## src/rtl/axil_pkg.sv

```systemverilog
// Shared response codes and FSM state types for the AXI4-Lite register slave.
package axil_pkg;

    localparam logic [1:0] RESP_OKAY   = 2'b00;
    localparam logic [1:0] RESP_SLVERR = 2'b10;
    localparam logic [1:0] RESP_DECERR = 2'b11;

    typedef enum logic {WR_IDLE, WR_RESP} wr_state_t;
    typedef enum logic {RD_IDLE, RD_DATA} rd_state_t;

endpackage

```

## src/rtl/axil_reg_slave.sv

```systemverilog
// AXI4-Lite responder for the control/status register bank behind the PCIe-to-AXI bridge.
// state   | meaning
// WR_IDLE | collecting AW and W (either order); write applied on the edge both are held
// WR_RESP | bvalid/bresp presented, waiting for bready
// RD_IDLE | arready high, waiting for AR
// RD_DATA | rvalid/rdata/rresp presented, waiting for rready
module axil_reg_slave
    import axil_pkg::*;
#(
    parameter int NREGS  = 16,
    parameter int ADDR_W = 8,
    parameter int DATA_W = 32
) (
    input  logic                           axi_clk,
    input  logic                           axi_aresetn,
    input  logic [ADDR_W-1:0]              s_awaddr,
    input  logic                           s_awvalid,
    output logic                           s_awready,
    input  logic [DATA_W-1:0]              s_wdata,
    input  logic [DATA_W/8-1:0]            s_wstrb,
    input  logic                           s_wvalid,
    output logic                           s_wready,
    output logic [1:0]                     s_bresp,
    output logic                           s_bvalid,
    input  logic                           s_bready,
    input  logic [ADDR_W-1:0]              s_araddr,
    input  logic                           s_arvalid,
    output logic                           s_arready,
    output logic [DATA_W-1:0]              s_rdata,
    output logic [1:0]                     s_rresp,
    output logic                           s_rvalid,
    input  logic                           s_rready,
    output logic [NREGS-1:0][DATA_W-1:0]   slv_reg,
    input  logic [NREGS-1:0][DATA_W-1:0]   slv_read,
    output logic [NREGS-1:0]               reg_wr_stb,
    output logic [NREGS-1:0]               reg_rd_stb
);

    localparam int IDX_W = $clog2(NREGS);
    // Widened by one bit so a window covering the whole address space still compares correctly.
    localparam logic [ADDR_W:0] WIN = (ADDR_W+1)'(NREGS * 4);

    wr_state_t            wr_state;
    rd_state_t            rd_state;

    logic                 aw_held;
    logic                 w_held;
    logic [ADDR_W-1:0]    aw_addr_lat;
    logic [DATA_W-1:0]    w_data_lat;
    logic [DATA_W/8-1:0]  w_strb_lat;

    logic                 aw_hs;
    logic                 w_hs;
    logic                 ar_hs;
    logic                 aw_have;
    logic                 w_have;
    logic [ADDR_W-1:0]    wr_addr;
    logic [DATA_W-1:0]    wr_data;
    logic [DATA_W/8-1:0]  wr_strb;
    logic [IDX_W-1:0]     wr_idx;
    logic                 wr_in_range;
    logic [IDX_W-1:0]     rd_idx;
    logic                 rd_in_range;

    // A handshake on this edge takes priority over the latched copy.
    always_comb begin
        aw_hs       = s_awvalid & s_awready;
        w_hs        = s_wvalid & s_wready;
        ar_hs       = s_arvalid & s_arready;
        aw_have     = aw_held | aw_hs;
        w_have      = w_held | w_hs;
        wr_addr     = aw_hs ? s_awaddr : aw_addr_lat;
        wr_data     = w_hs ? s_wdata : w_data_lat;
        wr_strb     = w_hs ? s_wstrb : w_strb_lat;
        wr_idx      = wr_addr[IDX_W+1:2];
        wr_in_range = {1'b0, wr_addr} < WIN;
        rd_idx      = s_araddr[IDX_W+1:2];
        rd_in_range = {1'b0, s_araddr} < WIN;
    end

    always_ff @(posedge axi_clk or negedge axi_aresetn) begin
        if (!axi_aresetn) begin
            wr_state    <= WR_IDLE;
            aw_held     <= 1'b0;
            w_held      <= 1'b0;
            aw_addr_lat <= '0;
            w_data_lat  <= '0;
            w_strb_lat  <= '0;
            s_awready   <= 1'b0;
            s_wready    <= 1'b0;
            s_bvalid    <= 1'b0;
            s_bresp     <= RESP_OKAY;
            slv_reg     <= '0;
            reg_wr_stb  <= '0;
        end else begin
            reg_wr_stb <= '0;
            case (wr_state)
                WR_IDLE: begin
                    if (aw_hs) aw_addr_lat <= s_awaddr;
                    if (w_hs) begin
                        w_data_lat <= s_wdata;
                        w_strb_lat <= s_wstrb;
                    end
                    if (aw_have && w_have) begin
                        aw_held   <= 1'b0;
                        w_held    <= 1'b0;
                        s_awready <= 1'b0;
                        s_wready  <= 1'b0;
                        s_bvalid  <= 1'b1;
                        wr_state  <= WR_RESP;
                        if (wr_in_range) begin
                            for (int b = 0; b < DATA_W/8; b++) begin
                                if (wr_strb[b]) slv_reg[wr_idx][8*b +: 8] <= wr_data[8*b +: 8];
                            end
                            reg_wr_stb[wr_idx] <= 1'b1;
                            s_bresp            <= RESP_OKAY;
                        end else begin
                            s_bresp <= RESP_DECERR;
                        end
                    end else begin
                        aw_held   <= aw_have;
                        w_held    <= w_have;
                        s_awready <= !aw_have;
                        s_wready  <= !w_have;
                    end
                end
                WR_RESP: begin
                    if (s_bready) begin
                        s_bvalid  <= 1'b0;
                        s_awready <= 1'b1;
                        s_wready  <= 1'b1;
                        wr_state  <= WR_IDLE;
                    end
                end
                default: wr_state <= WR_IDLE;
            endcase
        end
    end

    always_ff @(posedge axi_clk or negedge axi_aresetn) begin
        if (!axi_aresetn) begin
            rd_state   <= RD_IDLE;
            s_arready  <= 1'b0;
            s_rvalid   <= 1'b0;
            s_rdata    <= '0;
            s_rresp    <= RESP_OKAY;
            reg_rd_stb <= '0;
        end else begin
            reg_rd_stb <= '0;
            case (rd_state)
                RD_IDLE: begin
                    if (ar_hs) begin
                        s_arready <= 1'b0;
                        s_rvalid  <= 1'b1;
                        rd_state  <= RD_DATA;
                        if (rd_in_range) begin
                            s_rdata            <= slv_read[rd_idx];
                            s_rresp            <= RESP_OKAY;
                            reg_rd_stb[rd_idx] <= 1'b1;
                        end else begin
                            s_rdata <= '0;
                            s_rresp <= RESP_DECERR;
                        end
                    end else begin
                        s_arready <= 1'b1;
                    end
                end
                RD_DATA: begin
                    if (s_rready) begin
                        s_rvalid  <= 1'b0;
                        s_arready <= 1'b1;
                        rd_state  <= RD_IDLE;
                    end
                end
                default: rd_state <= RD_IDLE;
            endcase
        end
    end

endmodule

```

## config.mk

```make
export PLATFORM = sky130hd
export DESIGN_NAME = axil_reg_slave
export DESIGN_NICKNAME = d
export VERILOG_FILES = /design/src/rtl/axil_pkg.sv /design/src/rtl/axil_reg_slave.sv
export SDC_FILE = /design/constraint.sdc
export NUM_CORES = 1
export LEC_CHECK = 0
export BUFFER_PORTS_ARGS = -buffer_cell sky130_fd_sc_hd__buf_4
export CAP_MARGIN = 40
export CORE_AREA = 2 2 449 451
export CTS_BUF_LIST = sky130_fd_sc_hd__clkbuf_4 sky130_fd_sc_hd__clkbuf_8
export DETAILED_ROUTE_END_ITERATION = 7
export DIE_AREA = 0 0 451 453
export SLEW_MARGIN = 30
export SYNTH_ARGS = -nofsm -noshare
export SYNTH_HDL_FRONTEND = slang
export SYNTH_SLANG_ARGS = --single-unit
export TNS_END_PERCENT = 100
```

## constraint.sdc

```tcl
create_clock -name axi_clk -period 3.51 [get_ports axi_clk]
set_input_delay 0.702 -clock axi_clk [delete_from_list [all_inputs] [get_ports axi_clk]]
set_output_delay 0.702 -clock axi_clk [all_outputs]
set_load 0.01 [all_outputs]
```

==> reports/results.tsv <==
metric	value	unit
outcome	completed	
pwr/cell area	633	nW/um^2
Worst Hold Launch	s_awaddr[7]	
sequential area share after synthesis	55.0	%
count of different cell masters after synthesis	56	
Core Util, Final	22.1	%
r2r worst-path depth	5	
initial antenna violation count	73	
r2r endpoint	slv_reg[455]	
remaining antenna violation count	0	
global-route wire length before repair	209000	um
buffer depth of the longest clock path	3	
clk slew on worst S/H paths	60	ps
initial core utilization	14.4	%
I/O Buffers	1151	
setup slack at placement	377	ps
Worst Skew	87.9	ps
FILL cells	21400	
Num CTS Buffers	112	
area grow syn2layout	53.8	%
Final Max Tran Viols	0	
largest net degree at the start of global routing	79	
Die Y	453	um
die area	204000	sq um
DR pass1 iterations	5	
Max Cap Violations	0	
setup slack, reg-to-reg	660	ps
NumNets Final	3676	
hpwl dp	129000	um
relative slew slack	40.2	%
max reg flops	512	
Clk Latency, worst-skew pair	870	ps
min Tclk post-route	2850	ps
syn_nets	2421	
Post-CTS Resized	0	
Worst Hold Endpoint	aw_addr_lat[7]	
synthesized area	28600	sq um
Root Buffer	clkbuf_8	
Syn. warnings	0	
H-tree Lvls	3	
Yosys reg bits	629	
final cell count without fillers	5901	
RSZ-0062 raised after global routing	false	
Worst Setup End Kind	register	
layout cells sized above 1	67.9	%
CP Max Fanout	15	
routed wire length	159000	um
ys async rst share	100	%
Mapped Cells	1850	
WHS Path Cells	2	
Total GRT Usage	15.1	%
initial DRC count	1247	
# placed instances	5612	
WS Path Type	reg -> reg	
period utilisation layout	81.1	%
Post CTS Setup Buffer Count	0	
design area	44000	sq um
Most used DFF post-synth	dfrtp_1	
hold slack final	146	ps
grt ovf	0	
via count of the first global-routing pass	23700	
core area	199000	sq um
TritonCTS clock tree	yes	
worst r2r src	s_awready	
WP data required	4200	ps
Wirelength per Cell	27.0	um
clk sinks	629	
Syn Area/Cell	15.5	sq um
Worst Hold Class	in -> reg	
placed inst area	40800	sq um
Hold Vio Cnt, Final	0	
Residual DRC	0	
Final GP Congestion	0.962	
Fmax	351	MHz
vias after detailed routing	22300	
I/O Pins	1156	
Leak Pwr	21.8	nW
Final setup viols	0	
Setup WS post-layout	662	ps
Worst Setup Start Kind	register	
Cell Rows	164	
Worst-Margin Slew	896	ps
Final TNS setup	0	ps
Die X	451	um
Design Power	27.9	mW
DR vias/cell	3.78	
Post-synth EDFFs	0	
worst path arrival time	3540	ps
VDD IR max	0.000296	V
[how the worst max path moves through the flow]
stage	endpoint	cells after the start	from
final	slv_reg[455]	5	s_awready
after global routing	slv_reg[219]	5	s_awready
after CTS	slv_reg[455]	5	s_awready
after detailed placement	slv_reg[477]	6	s_awvalid
after global placement	slv_reg[476]	6	s_awvalid
after floorplan	slv_reg[480]	6	s_awvalid
[routing by layer]
layer	GRT usage [%]	vias to the layer above	share of wire, %	wire length [um]
li1	-	9412	-	-
met1	14.3	11700	32	51700
met2	28.3	938	55	87600
met3	3.45	272	5.3	8490
met4	10.8	4	7.2	11400
met5	0	-	0.016	26
[critical path, cell delays in order, from the launching register on]
cell and delay [ps]:
dfrtp_1 620, and2_4 340, o22a_4 350, nand4_4 420, nor2_2 580, mux2_2 390
[cells in the mapped netlist, types with 3 or more instances]
cell type	n	area, sq um
buf_4	11	82.6
nor2_4	4	45.0
nor3_4	8	130
clkbuf_1	69	259
and2_1	4	25.0
mux2i_1	36	360
mux2_2	456	5130
o21ai_2	4	35.0
and3_1	4	25.0
buf_6	3	33.8
o21a_1	3	22.5
a21oi_1	3	15.0
nor3_1	7	35.0
nor2_8	16	320
nand4_4	6	128
nand2b_1	7	43.8
nand2_1	149	559
nand2_2	12	75.1
inv_1	12	45.0
buf_2	25	125
buf_1	6	22.5
dfrtp_1	629	15700
mux2_1	19	214
nand3b_1	5	37.5
mux4_2	128	2880
nor2_2	9	56.3
nor2_1	37	139
mux2_4	80	1200
a22oi_1	32	240
o211ai_1	32	240
[power breakdown]
group | internal, mW | total (mW) | switching [mW]
Sequential | 8.94 | 9.99 | 1.05
Combinational | 4.23 | 9.73 | 5.49
Clock | 4.80 | 8.16 | 3.36
[layout by cell type, fill, tap and decap left out, types with 8 or more instances in the layout]
| master | count |
|---|---|
| mux4_2 | 128 |
| clkbuf_4 | 26 |
| clkbuf_8 | 160 |
| nor2_8 | 16 |
| nor2_1 | 36 |
| dlygate4sd3_1 | 35 |
| nor3_4 | 8 |
| dfrtp_1 | 629 |
| buf_4 | 1205 |
| nor2_2 | 9 |
| inv_1 | 12 |
| o211ai_1 | 32 |
| mux2_2 | 456 |
| diode_2 | 48 |
| buf_12 | 13 |
| nand2_2 | 12 |
| a22oi_1 | 32 |
| nand2_1 | 148 |
| mux2_4 | 80 |
| mux2_1 | 19 |
| mux2i_1 | 32 |
[what timing repair did]
item / CTS / global route
endpoints found under the setup margin: 0 / 0
hold buffers: 35 / 0
hold endpoints to repair: 92 / 0
[kinds of logic (layout without fill, tap and decap cells)]
family | after synthesis | in the layout | share of synthesized area, %
multiplexers | 719 | 719 | 34.2
flip-flops | 629 | 629 | 55.0
AND/OR/NAND/NOR | 286 | 286 | 6.26
buffers and inverters | 127 | 1474 | 2.06
AO/OA/AOI/OAI | 89 | 89 | 2.45
other | 0 | 48 | 0
[cell type report]
class                   instances  area [sq um]  area share, %
multi-input cells            1094         12400           28.1
repair buffers               1256          9700           22.0
clock inverters                21           323          0.733
inverters                      12          45.0          0.102
well taps                    2656          3320           7.55
diodes                         48           120          0.273
clock buffers                 185          2380           5.42
flip-flops and latches        629         15700           35.8
Power figures use the tool's default switching activity.
